### src/rtl/pong_pkg.sv
`default_nettype none
// +----------------------------------------------------------------------+
// | pong_pkg                                                             |
// | Shared state encoding, winner codes and UART command bytes.          |
// | Revision: 1.0                                                        |
// +----------------------------------------------------------------------+
package pong_pkg;

    typedef enum logic [2:0] {
        ST_IDLE      = 3'd0,
        ST_SERVE     = 3'd1,
        ST_RUNNING   = 3'd2,
        ST_POINT     = 3'd3,
        ST_GAME_OVER = 3'd4
    } state_t;

    localparam logic [1:0] WIN_NONE = 2'b00;
    localparam logic [1:0] WIN_P1   = 2'b01;
    localparam logic [1:0] WIN_P2   = 2'b10;

    localparam logic [7:0] CMD_START_DEF = 8'h53;
    localparam logic [7:0] CMD_RESET_DEF = 8'h52;

endpackage
`default_nettype wire

### src/rtl/pong_edge_detect.sv
`default_nettype none
// +----------------------------------------------------------------------+
// | pong_edge_detect                                                     |
// | Rising-edge pulse from a level using a registered previous sample.   |
// | Revision: 1.0                                                        |
// +----------------------------------------------------------------------+
module pong_edge_detect (
    input  logic clk,
    input  logic rst,
    input  logic level,
    output logic pulse
);

    logic r_prev;

    always_ff @(posedge clk) begin
        if (rst) begin
            r_prev <= 1'b0;
        end else begin
            r_prev <= level;
        end
    end

    // A level held high yields one pulse on the cycle it first appears.
    assign pulse = level & ~r_prev;

endmodule
`default_nettype wire

### src/rtl/pong_game_ctl.sv
`default_nettype none
// +----------------------------------------------------------------------+
// | pong_game_ctl                                                        |
// | Pong game-flow FSM: serve delay, scoring, winner and UART commands.  |
// | Revision: 1.0                                                        |
// +----------------------------------------------------------------------+
module pong_game_ctl
    import pong_pkg::*;
#(
    parameter int         CLKS_PER_SERVE = 12500000,
    parameter int         SCORE_LIMIT    = 9,
    parameter logic [7:0] CMD_START      = CMD_START_DEF,
    parameter logic [7:0] CMD_RESET      = CMD_RESET_DEF
) (
    input  logic       clk_i,
    input  logic       rst_i,
    input  logic       rx_dv_i,
    input  logic [7:0] rx_byte_i,
    input  logic       p1_miss_i,
    input  logic       p2_miss_i,
    output logic       game_active_o,
    output logic       ball_reset_o,
    output logic [3:0] p1_score_o,
    output logic [3:0] p2_score_o,
    output logic [1:0] winner_o,
    output logic [2:0] state_o
);

    localparam int               CNT_W    = $clog2(CLKS_PER_SERVE + 1);
    localparam logic [CNT_W-1:0] CNT_LAST = CNT_W'(CLKS_PER_SERVE - 1);
    localparam logic [3:0]       LIMIT    = 4'(SCORE_LIMIT);

    state_t           r_state, w_state_next;
    logic [CNT_W-1:0] r_cnt, w_cnt_next;
    logic [3:0]       r_p1, w_p1_next;
    logic [3:0]       r_p2, w_p2_next;
    logic [1:0]       r_winner, w_winner_next;
    logic             r_active, w_active_next;
    logic             r_ball_reset, w_ball_reset_next;
    logic             w_p1_edge, w_p2_edge;
    logic             w_start, w_clear;

    pong_edge_detect u_p1_edge (
        .clk   (clk_i),
        .rst   (rst_i),
        .level (p1_miss_i),
        .pulse (w_p1_edge)
    );

    pong_edge_detect u_p2_edge (
        .clk   (clk_i),
        .rst   (rst_i),
        .level (p2_miss_i),
        .pulse (w_p2_edge)
    );

    assign w_start = rx_dv_i && (rx_byte_i == CMD_START);
    assign w_clear = rx_dv_i && (rx_byte_i == CMD_RESET);

    always_ff @(posedge clk_i) begin
        if (rst_i) begin
            r_state <= ST_IDLE;
        end else begin
            r_state <= w_state_next;
        end
    end

    always_comb begin
        w_state_next      = r_state;
        w_cnt_next        = r_cnt;
        w_p1_next         = r_p1;
        w_p2_next         = r_p2;
        w_winner_next     = r_winner;
        w_ball_reset_next = 1'b0;

        if (w_clear) begin
            w_state_next  = ST_IDLE;
            w_cnt_next    = '0;
            w_p1_next     = '0;
            w_p2_next     = '0;
            w_winner_next = WIN_NONE;
        end else begin
            case (r_state)
                ST_IDLE: begin
                    if (w_start) begin
                        w_ball_reset_next = 1'b1;
                        w_cnt_next        = '0;
                        w_state_next      = ST_SERVE;
                    end
                end
                ST_SERVE: begin
                    if (r_cnt == CNT_LAST) begin
                        w_cnt_next   = '0;
                        w_state_next = ST_RUNNING;
                    end else begin
                        w_cnt_next = r_cnt + 1'b1;
                    end
                end
                ST_RUNNING: begin
                    // Simultaneous misses void the rally without scoring.
                    if (w_p1_edge || w_p2_edge) begin
                        w_state_next = ST_POINT;
                    end
                    if (w_p1_edge && !w_p2_edge && (r_p2 < LIMIT)) begin
                        w_p2_next = r_p2 + 4'd1;
                    end
                    if (w_p2_edge && !w_p1_edge && (r_p1 < LIMIT)) begin
                        w_p1_next = r_p1 + 4'd1;
                    end
                end
                ST_POINT: begin
                    if (r_p1 == LIMIT) begin
                        w_winner_next = WIN_P1;
                        w_state_next  = ST_GAME_OVER;
                    end else if (r_p2 == LIMIT) begin
                        w_winner_next = WIN_P2;
                        w_state_next  = ST_GAME_OVER;
                    end else begin
                        w_ball_reset_next = 1'b1;
                        w_cnt_next        = '0;
                        w_state_next      = ST_SERVE;
                    end
                end
                ST_GAME_OVER: begin
                    if (w_start) begin
                        w_p1_next         = '0;
                        w_p2_next         = '0;
                        w_winner_next     = WIN_NONE;
                        w_ball_reset_next = 1'b1;
                        w_cnt_next        = '0;
                        w_state_next      = ST_SERVE;
                    end
                end
                default: begin
                    w_cnt_next   = '0;
                    w_state_next = ST_IDLE;
                end
            endcase
        end

        // Registered from the next state so the enable drops with the miss edge.
        w_active_next = (w_state_next == ST_RUNNING);
    end

    always_ff @(posedge clk_i) begin
        if (rst_i) begin
            r_cnt        <= '0;
            r_p1         <= '0;
            r_p2         <= '0;
            r_winner     <= WIN_NONE;
            r_active     <= 1'b0;
            r_ball_reset <= 1'b0;
        end else begin
            r_cnt        <= w_cnt_next;
            r_p1         <= w_p1_next;
            r_p2         <= w_p2_next;
            r_winner     <= w_winner_next;
            r_active     <= w_active_next;
            r_ball_reset <= w_ball_reset_next;
        end
    end

    assign game_active_o = r_active;
    assign ball_reset_o  = r_ball_reset;
    assign p1_score_o    = r_p1;
    assign p2_score_o    = r_p2;
    assign winner_o      = r_winner;
    assign state_o       = r_state;

endmodule
`default_nettype wire

### config.mk
export PLATFORM = sky130hd
export DESIGN_NAME = pong_game_ctl
export DESIGN_NICKNAME = d
export VERILOG_FILES = /design/src/rtl/pong_pkg.sv /design/src/rtl/pong_edge_detect.sv /design/src/rtl/pong_game_ctl.sv
export SDC_FILE = /design/constraint.sdc
export NUM_CORES = 1
export LEC_CHECK = 0
export ABC_AREA = 1
export BUFFER_PORTS_ARGS = -buffer_cell sky130_fd_sc_hd__buf_2
export CAP_MARGIN = 20
export CORE_MARGIN = 2
export CORE_UTILIZATION = 50
export CTS_BUF_LIST = sky130_fd_sc_hd__clkbuf_2
export DETAILED_ROUTE_END_ITERATION = 16
export HOLD_SLACK_MARGIN = 0.1
export PLACE_DENSITY = 0.81
export SLEW_MARGIN = 20
export SYNTH_ARGS = -nofsm -noshare
export SYNTH_HDL_FRONTEND = slang
export SYNTH_HIERARCHICAL = 1
export SYNTH_SLANG_ARGS = --single-unit
### constraint.sdc
create_clock -name clk_i -period 3.5 [get_ports clk_i]
set_input_delay 1.05 -clock clk_i [delete_from_list [all_inputs] [get_ports clk_i]]
set_output_delay 1.05 -clock clk_i [all_outputs]
set_load 0.03 [all_outputs]
==> results of run 1 <==
-- how the worst max path moves through the flow --
stage                               end  slack (ns)  depth (start not counted)
after detailed placement      r_cnt[19]        1.01                         10
after global placement        r_cnt[21]        1.06                         10
after CTS                    state_o[1]        1.30                          1
after global routing         state_o[1]        1.25                          1
after floorplan           p2_score_o[2]        1.29                         10
final                        state_o[1]        1.32                          1
-- cell families (layout without fill, tap and decap cells) --
group / after synthesis / count (layout) / synth area share (%)
simple gates: 258 / 258 / 43.9
compound gates: 45 / 45 / 9.42
flops: 41 / 41 / 32.0
xor+xnor: 3 / 3 / 1.03
buf+inv: 65 / 96 / 10.2
fa+ha+maj: 7 / 7 / 3.42
-- flip-flops by register name (all words and copies together) (netlist names), 2 cells and up --
signal / cells
r_cnt: 24
state_o: 3
p2_score_o: 4
p1_score_o: 4
winner_o: 2
-- final cells by class --
cell class                      count  share of cell area, %
Inverter                           59                   7.91
Clock inverter                      2                  0.357
Multi-Input combinational cell    313                   52.9
Clock buffer                        6                   1.07
Timing Repair Buffer               29                   5.36
Sequential cell                    41                   29.3
Tap cell                           70                   3.13
-- stage by stage --
step / hold WS (ns) / total power (W) / utilization [%] / cells
floorplan: 0.470 / 0.000492 / - / 419
global placement: 0.478 / 0.000503 / 55.1 / 512
detailed placement: 0.486 / 0.000504 / 55.1 / 512
CTS: 0.513 / 0.000714 / 55.9 / 520
global route: 0.542 / 0.000732 / 55.9 / 520
finish: 0.507 / 0.000708 / 55.9 / 520
-- synth_stat cells (all sizes together) (4+ instances only) --
cell	n
a21oi	33
nand4	18
o21bai	4
inv	59
nand3	38
nand2	126
nor2	64
o21ai	7
or2	5
ha	7
dfxtp	41
nor3	6
-- power by group through the flow --
stage / sequential, W / combinational [W] / clock, W
2_1_floorplan: 0.000479 / 0.0000134 / 0
3_3_place_gp: 0.000479 / 0.0000241 / 0
6_report: 0.000470 / 0.0000249 / 0.000213
5_1_grt: 0.000470 / 0.0000282 / 0.000233
3_5_place_dp: 0.000479 / 0.0000249 / 0
4_1_cts: 0.000470 / 0.0000250 / 0.000220
-- layer usage --
layer / GRT usage, % / vias to the layer above / part of all wire, %
met5: 0 / - / 0
met4: 7.02 / 0 / 2.3
met3: 4.76 / 17 / 7.7
met2: 39.9 / 110 / 46
met1: 30.9 / 1227 / 45
li1: - / 1393 / -
==> impl_metrics.sql, run 1 <==
INSERT INTO impl_metrics (metric_group, metric, value, unit) VALUES
('clock_network', 'clock_tree_from_tritoncts', 'yes', ''),
('drt', 'routedWlPerCell', '11.8', 'um'),
('timing', 'worst_slack', '1.32', 'ns'),
('run', 'maxCapViolCount', '0', ''),
('worst_setup_path', 'regToRegEndpoint', 'r_cnt[19]', ''),
('clock_network', 'postCtsSetupBuffers', '0', ''),
('timing', 'setup_tns', '0', 'ns'),
('worst_setup_path', 'critPathLaunchType', 'flop', ''),
('timing', 'post-route-period-util', '62.3', '%'),
('yosys', 'ys_async_sr_fraction', '0', '%'),
('timing', 'hold_violation_total_from_the_final_report', '0', ''),
('worst_setup_path', 'crit_start', 'state_o[1]', ''),
('worst_setup_path', 'slowest_stage', 'sky130_fd_sc_hd__dfxtp_1', ''),
('timing', 'grt_setup_unrepaired', 'no', ''),
('clock_network', 'cts_clk_pin_slew_worst_paths', '0.23', 'ns'),
('clock_network', 'clock_sinks', '41', ''),
('timing', 'setup_viols_final', '0', ''),
('floorplanning', 'initial_utilization', '51.1', '%'),
('yosys', 'yosysSeqAreaShare', '32.0', '%'),
('grt', 'antenna_found_initial', '0', ''),
('floorplanning', 'floorplan_row_count', '26', ''),
('place', 'place_worst_setup_slack', '1.01', 'ns'),
('timing', 'final-max-slew-violation-count', '0', ''),
('drt', 'antenna_left', '0', ''),
('place', 'place.gp.congestion', '0.870', ''),
('drt', 'first_pass_iters', '5', ''),
('yosys', 'synth_top_area_cell', 'sky130_fd_sc_hd__dfxtp_1', ''),
('worst_setup_path', 'rrSetupSlack', '1.61', 'ns'),
('layout', 'antenna_cells_inserted', '0', ''),
('grt', 'grt_pass1_wl', '10500', 'um'),
('yosys', 'synth.distinct_cells', '26', ''),
('run_status', 'outcome', 'completed', ''),
('layout', 'layout.cell_area.non_filler', '0.00280', 'mm2'),
('clock_network', 'cts.repair.resized', '0', ''),
('floorplanning', 'dieWidth', '75.6', 'um'),
('yosys', 'netlist_top_cells_area', 'sky130_fd_sc_hd__dfxtp_1 32%, sky130_fd_sc_hd__nand2_1 18%, sky130_fd_sc_hd__nor2_1 8.3%, sky130_fd_sc_hd__inv_1 8.1%, sky130_fd_sc_hd__nand3_1 7.4%', ''),
('worst_setup_path', 'worstSetupEndpointType', 'output pin', ''),
('layout', 'final_cell_mix', '123 x sky130_fd_sc_hd__nand2_1, 57 x sky130_fd_sc_hd__nor2_1, 55 x sky130_fd_sc_hd__inv_1', ''),
('layout', 'signed_area_change_from_the_synthesized_netlist_to_the_final_layout', '9.33', '%'),
('yosys', 'post_synth.cell_area_avg', '6.12', 'um2'),
('worst_setup_path', 'kind_of_critical_path', 'flop to output pin', ''),
('drt', 'finalWirelength', '6160', 'um'),
('clock_network', 'cts_htree_levels', '2', ''),
('grt', 'grt_total_ovfl', '0', ''),
('layout', 'drive_gt1_share', '12.9', '%'),
('floorplanning', 'design.die.area', '0.00571', 'mm2'),
('hold_path', 'hold_path.class', 'flop to flop', ''),
('drt', 'route.vias.total', '2747', ''),
('layout', 'area_taken_by_flip_flops_and_latches', '821', 'um2'),
('place', 'placed_area', '0.00276', 'mm2'),
('grt', 'first_global_vias', '2482', ''),
('timing', 'fin_skew', '0.0169', 'ns'),
('place', 'hpwlAfterDp', '4680', 'um'),
('pwr', 'clkPwrFrac', '30.1', '%'),
('pwr', 'total_switching_power', '0.000179', 'W'),
('worst_setup_path', 'required', '2.45', 'ns'),
('pwr', 'power.switching_fraction', '25.3', '%'),
('yosys', 'synth-seq-cells', '41', ''),
('pwr', 'power_frac_seq', '66.4', '%'),
('yosys', 'ys_dominant_reg_cell', 'sky130_fd_sc_hd__dfxtp_1', ''),
('timing', 'slew_headroom', '49.9', '%'),
('floorplanning', 'ioPinCount', '28', ''),
('drt', 'vias_per_cell', '5.28', ''),
('yosys', 'synth_largest_type_area_fraction', '32.0', '%'),
('worst_setup_path', 'crit_path_max_incr_delay', '0.49', 'ns'),
('yosys', 'synth.net_count', '439', ''),
('drt', 'drc_violation_count_after_routing', '0', ''),
('pwr', 'power_report.internal_total', '0.000529', 'W'),
('clock_network', 'clock_insertion_delay_worst_skew', '0.39', 'ns'),
('worst_setup_path', 'worst-r2r-cell-count', '11', ''),
('timing', 'clock.fmax', '459', 'MHz');
(Power assumes the default switching activity.)
==> run 2, diff against run 1 <==
- PLACE_DENSITY: 0.81 -> 0.83
- clock period: 3.5 -> 1.81 ns (I/O delays scaled with it)
==> impl_metrics.sql, run 2 (synthesized netlist as in run 1, its figures left out) <==
INSERT INTO impl_metrics (metric_group, metric, value, unit) VALUES
('grt', 'first_global_vias', '2470', ''),
('hold_path', 'worstHoldPathCells', '2', ''),
('clock_network', 'cts_clk_pin_slew_worst_paths', '0.21', 'ns'),
('worst_setup_path', 'crit_path_max_incr_delay', '0.48', 'ns'),
('place', 'place_worst_setup_slack', '-0.0681', 'ns'),
('timing', 'grt_setup_unrepaired', 'no', ''),
('worst_setup_path', 'critPathArrivalTime', '1.12', 'ns'),
('worst_setup_path', 'r2r-start', 'r_cnt[7]', ''),
('worst_setup_path', 'critPathLaunchType', 'flop', ''),
('layout', 'antenna_cells_inserted', '0', ''),
('layout', 'fin_cells', '539', ''),
('layout', 'mostFrequentLayoutCell', 'sky130_fd_sc_hd__nand2_1', ''),
('pwr', 'power_density', '504', 'mW/mm2'),
('pwr', 'totalPowerFinal', '0.00151', 'W'),
('grt', 'grt_pass1_wl', '10400', 'um'),
('grt', 'antenna_found_initial', '0', ''),
('floorplanning', 'initial_utilization', '51.1', '%'),
('worst_setup_path', 'worst_path_buffer_plus_inverter_count', '1', ''),
('timing', 'final-max-slew-violation-count', '0', ''),
('drt', 'first_pass_iters', '5', ''),
('worst_setup_path', 'required', '1.27', 'ns'),
('clock_network', 'cts_buffers', '5', ''),
('run_status', 'outcome', 'completed', ''),
('layout', 'num-nets-final', '488', ''),
('layout', 'final_cell_mix', '122 x sky130_fd_sc_hd__nand2_1, 56 x sky130_fd_sc_hd__nor2_1, 55 x sky130_fd_sc_hd__inv_1', ''),
('timing', 'worst_slack', '0.146', 'ns'),
('layout', 'signed_area_change_from_the_synthesized_netlist_to_the_final_layout', '16.8', '%'),
('timing', 'hold_violation_total_from_the_final_report', '0', ''),
('drt', 'finalWirelength', '6190', 'um'),
('worst_setup_path', 'worstSetupEndpointType', 'output pin', ''),
('drt', 'drc_violation_count_after_routing', '0', ''),
('grt', 'grt_total_ovfl', '0', ''),
('floorplanning', 'ioPinCount', '28', ''),
('floorplanning', 'design.die.area', '0.00571', 'mm2'),
('worst_setup_path', 'timing.critical_path.fanout_max', '4', ''),
('worst_setup_path', 'worst-r2r-cell-count', '8', ''),
('timing', 'worst_slew_pin_slew', '0.297', 'ns'),
('clock_network', 'cts.root.buffer_cell', 'sky130_fd_sc_hd__clkbuf_2', ''),
('floorplanning', 'fp.dieH', '75.6', 'um'),
('timing', 'slew_headroom', '80.2', '%'),
('timing', 'setup_tns', '0', 'ns'),
('layout', 'drive_gt1_share', '18.3', '%'),
('clock_network', 'clock_path_buffers', '2', ''),
('clock_network', 'clock_insertion_delay_worst_skew', '0.42', 'ns'),
('drt', 'vias_per_cell', '5.15', ''),
('drt', 'drtIter0Drc', '215', ''),
('clock_network', 'post_cts_hold_buffer_count', '0', ''),
('worst_setup_path', 'critPathTopFamily', 'flip-flops', ''),
('worst_setup_path', 'cp_cell_sequence', 'buf_2', ''),
('worst_setup_path', 'slowest_stage', 'sky130_fd_sc_hd__dfxtp_1', ''),
('floorplanning', 'placeable_core_area', '0.00501', 'mm2'),
('hold_path', 'hold_path.class', 'input pin to flop', ''),
('layout', 'largest-register', 'r_cnt', ''),
('floorplanning', 'dieWidth', '75.6', 'um'),
('place', 'place.gp.congestion', '0.913', ''),
('drt', 'routedWlPerCell', '11.5', 'um'),
('worst_setup_path', 'crit_start', 'state_o[2]', ''),
('drt', 'route.vias.total', '2777', ''),
('run', 'maxCapViolCount', '0', ''),
('worst_setup_path', 'kind_of_critical_path', 'flop to output pin', ''),
('timing', 'post-route-period-util', '91.9', '%'),
('worst_setup_path', 'rrSetupSlack', '0.15', 'ns'),
('pwr', 'leakage', '1.30', 'nW'),
('clock_network', 'clock_tree_from_tritoncts', 'yes', ''),
('pwr', 'irDropWorstVdd', '0.432', 'mV'),
('timing', 'fin_hold_ws', '0.291', 'ns'),
('timing', 'setup_viols_final', '0', ''),
('grt', 'maximum_number_of_pins_on_one_net_before_global_route_repair', '21', ''),
('clock_network', 'cts_htree_levels', '2', ''),
('hold_path', 'min_to', 'u_p2_edge/r_prev', ''),
('grt', 'grt.total_usage', '23.4', '%'),
('layout', 'area_taken_by_flip_flops_and_latches', '830', 'um2'),
('place', 'dp_cells', '531', ''),
('drt', 'antenna_left', '0', ''),
('worst_setup_path', 'regToRegEndpoint', 'r_cnt[18]', ''),
('clock_network', 'clock_sinks', '41', ''),
('layout', 'number_of_flip_flops_under_the_largest_register_name', '24', ''),
('layout', 'nFillCells', '489', ''),
('place', 'hpwlAfterDp', '4790', 'um'),
('timing', 'final.min_clock_period', '1.66', 'ns'),
('layout', 'multi_input_logic_area', '0.00149', 'mm2'),
('hold_path', 'worst_min_path_start', 'rst_i', ''),
('floorplanning', 'floorplan_row_count', '26', ''),
('timing', 'clock.fmax', '601', 'MHz'),
('place', 'io_buffers', '27', ''),
('timing', 'fin_skew', '0.0424', 'ns');
run 2: stage by stage:
step / area (um2) / utilization [%]
after floorplan: 2560 / -
after global placement: 2900 / 58.0
after detailed placement: 2900 / 58.0
after CTS: 2970 / 59.2
after global routing: 2990 / 59.8
final: 2990 / 59.8
run 2: cell type report:
class	instances	share of cell area, %
Inverter	59	7.40
Sequential cell	41	27.7
Timing Repair Buffer	48	10.0
Multi-Input combinational cell	313	49.8
Clock inverter	2	1.13
Tap cell	70	2.93
Clock buffer	6	1.00
run 2: worst max path at each step:
stage               cells after the start       endpoint
finish                                  1     state_o[2]
CTS                                    10      r_cnt[11]
detailed placement                     10  p1_score_o[1]
global placement                       10  p1_score_o[1]
global route                           12      r_cnt[21]
floorplan                              12       r_cnt[5]
run 2: worst reg2reg max path, cell delays in order, from the launching register on:
cell and delay [ns]:
sky130_fd_sc_hd__dfxtp_1 0.53, sky130_fd_sc_hd__nand2_1 0.17, sky130_fd_sc_hd__nor2_4 0.15, sky130_fd_sc_hd__nand2_1 0.13
sky130_fd_sc_hd__nor2_2 0.15, sky130_fd_sc_hd__buf_4 0.13, sky130_fd_sc_hd__nand4_1 0.08, sky130_fd_sc_hd__nand3_1 0.11
sky130_fd_sc_hd__a21oi_1 0.07
run 2: power breakdown:
part | switching, W | total (W) | internal [W] | leakage [nW]
Sequential | 0.000000726 | 0.000908 | 0.000907 | 0.334
Combinational | 0.0000315 | 0.0000543 | 0.0000228 | 0.921
Clock | 0.000311 | 0.000546 | 0.000236 | 0.0406
Total | 0.000343 | 0.00151 | 0.00117 | 1.30
run 2: layer usage:
layer,track usage [%],share of wire (%),wire length (um)
met5,0,0,0
met4,8.77,1.8,114
met3,3.70,7.8,481
met2,39.7,46,2850
met1,29.9,44,2740
run 2: timing repair:
item | in CTS | in global routing
endpoints found under the setup margin | 0 | 18
hold endpoints to repair | 0 | 0
setup buffers | 0 | 0
resized for setup | 0 | 12
==> run 3, diff against run 2 <==
--- a/config.mk
+++ b/config.mk
@@ -15,3 +15,5 @@
 export HOLD_SLACK_MARGIN = 0.1
+export MAX_ROUTING_LAYER = met4
 export PLACE_DENSITY = 0.83
+export RECOVER_POWER = 100
 export SLEW_MARGIN = 20
--- a/constraint.sdc
+++ b/constraint.sdc
@@ -3,2 +3,2 @@
 set_output_delay 0.543 -clock clk_i [all_outputs]
-set_load 0.03 [all_outputs]
+set_load 0.02 [all_outputs]
==> impl_metrics.sql, run 3 (synthesized netlist as in run 1, its figures left out) <==
INSERT INTO impl_metrics (metric_group, metric, value, unit) VALUES
('run_status', 'outcome', 'completed', ''),
('run', 'maxCapViolCount', '0', ''),
('place', 'hpwlAfterDp', '4780', 'um'),
('worst_setup_path', 'critPathLaunchType', 'flop', ''),
('layout', 'post-route-util', '59.0', '%'),
('floorplanning', 'design.die.area', '0.00571', 'mm2'),
('grt', 'grt_total_ovfl', '0', ''),
('timing', 'fin_skew', '0.0124', 'ns'),
('worst_setup_path', 'worst_path_buffer_plus_inverter_count', '1', ''),
('clock_network', 'cts.root.buffer_cell', 'sky130_fd_sc_hd__clkbuf_2', ''),
('clock_network', 'clock_path_buffers', '2', ''),
('worst_setup_path', 'required', '1.27', 'ns'),
('place', 'dp_cells', '528', ''),
('layout', 'mostFrequentLayoutCell', 'sky130_fd_sc_hd__nand2_1', ''),
('drt', 'first_pass_iters', '5', ''),
('timing', 'slew_headroom', '73.3', '%'),
('clock_network', 'clock_tree_from_tritoncts', 'yes', ''),
('floorplanning', 'fp.dieH', '75.6', 'um'),
('clock_network', 'postCtsSetupBuffers', '0', ''),
('clock_network', 'cts_buffers', '5', ''),
('worst_setup_path', 'kind_of_critical_path', 'flop to output pin', ''),
('worst_setup_path', 'timing.critical_path.fanout_max', '4', ''),
('timing', 'setup_tns', '0', 'ns'),
('grt', 'first_global_vias', '2456', ''),
('drt', 'drc_violation_count_after_routing', '0', ''),
('grt', 'maximum_number_of_pins_on_one_net_before_global_route_repair', '20', ''),
('timing', 'hold_violation_total_from_the_final_report', '0', ''),
('floorplanning', 'floorplan_row_count', '26', ''),
('place', 'io_buffers', '27', ''),
('layout', 'drive_gt1_share', '15.3', '%'),
('floorplanning', 'placeable_core_area', '0.00501', 'mm2'),
('worst_setup_path', 'slowest_stage', 'sky130_fd_sc_hd__dfxtp_1', ''),
('timing', 'setup_viols_final', '0', ''),
('layout', 'largest-register', 'r_cnt', ''),
('drt', 'finalWirelength', '6280', 'um'),
('layout', 'number_of_flip_flops_under_the_largest_register_name', '24', ''),
('grt', 'grt_pass1_wl', '10500', 'um'),
('timing', 'clock.fmax', '592', 'MHz'),
('layout', 'fin_cells', '535', ''),
('floorplanning', 'initial_utilization', '51.1', '%'),
('timing', 'worst_slew_pin_slew', '0.401', 'ns'),
('layout', 'antenna_cells_inserted', '0', ''),
('timing', 'final.min_clock_period', '1.69', 'ns'),
('timing', 'final-max-slew-violation-count', '0', ''),
('worst_setup_path', 'crit_path_max_incr_delay', '0.50', 'ns'),
('drt', 'routedWlPerCell', '11.7', 'um'),
('pwr', 'power_density', '505', 'mW/mm2'),
('clock_network', 'clock_insertion_delay_worst_skew', '0.40', 'ns'),
('grt', 'grt.total_usage', '24.2', '%'),
('timing', 'post-route-period-util', '93.4', '%'),
('worst_setup_path', 'worstSetupEndpointType', 'output pin', ''),
('floorplanning', 'ioPinCount', '28', ''),
('hold_path', 'hold_path.class', 'input pin to flop', ''),
('worst_setup_path', 'critPathTopFamily', 'flip-flops', ''),
('worst_setup_path', 'critPathArrivalTime', '1.15', 'ns'),
('drt', 'drtIter0Drc', '252', ''),
('layout', 'num-nets-final', '485', ''),
('pwr', 'leakage', '1.22', 'nW'),
('drt', 'antenna_left', '0', ''),
('place', 'place.gp.congestion', '0.958', ''),
('clock_network', 'cts_htree_levels', '2', ''),
('drt', 'route.vias.total', '2751', ''),
('clock_network', 'clock_sinks', '41', ''),
('grt', 'antenna_found_initial', '0', ''),
('pwr', 'irDropWorstVdd', '0.405', 'mV'),
('clock_network', 'cts_clk_pin_slew_worst_paths', '0.21', 'ns'),
('layout', 'final_cell_mix', '123 x sky130_fd_sc_hd__nand2_1, 57 x sky130_fd_sc_hd__nor2_1, 56 x sky130_fd_sc_hd__inv_1', ''),
('drt', 'vias_per_cell', '5.14', ''),
('layout', 'signed_area_change_from_the_synthesized_netlist_to_the_final_layout', '15.3', '%'),
('worst_setup_path', 'cp_cell_sequence', 'clkbuf_1', ''),
('floorplanning', 'dieWidth', '75.6', 'um');
run 3: timing repair:
item,4_1_cts,5_1_grt
hold buffers,0,0
resized for setup,0,16
endpoints found under the setup margin,0,22
run 3: per-stage QoR:
step                power [W]  hold slack (ns)  instance area (um2)  setup WS (ns)
floorplan            0.000951            0.470                 2560          0.111
global placement     0.000977            0.480                 2880        -0.0286
detailed placement   0.000978            0.487                 2880        -0.0937
CTS                   0.00150            0.276                 2940          0.103
global route          0.00154            0.271                 2960        -0.0234
finish                0.00149            0.294                 2960          0.120
run 3: worst paths after layout:
check / endpoint / slack, ns / start / cells after the start
worst min register to register: p2_score_o[1] / 0.50 / p2_score_o[1] / 2
worst min-delay path: u_p1_edge/r_prev / 0.29 / rst_i / 2
worst max register to register: p1_score_o[1] / 0.19 / state_o[1] / 9
worst max-delay path: state_o[2] / 0.12 / state_o[2] / 1
run 3: routing by layer:
| metal | global-route usage [%] | wire length (um) | share of wire (%) | vias to the layer above |
|---|---|---|---|---|
| met5 | - | 0 | 0 | - |
| met4 | 8.38 | 139 | 2.2 | 0 |
| met3 | 3.84 | 362 | 5.8 | 16 |
| met2 | 38.8 | 2980 | 47 | 89 |
| met1 | 31.1 | 2800 | 45 | 1224 |
| li1 | - | - | - | 1422 |
run 3: where the power goes:
part,internal [W],total (W),switching [W]
Combinational,0.0000204,0.0000520,0.0000316
Clock,0.000224,0.000533,0.000308
Sequential,0.000907,0.000907,0.000000771
Total,0.00115,0.00149,0.000341
run 3: area by class of cell:
type | count | area (um2)
Tap cell | 70 | 87.6
Fill cell | 501 | 2050
Inverter | 59 | 221
Sequential cell | 41 | 833
Clock inverter | 2 | 35.0
Multi-Input combinational cell | 313 | 1500
Clock buffer | 5 | 25.0
Timing Repair Buffer | 45 | 254
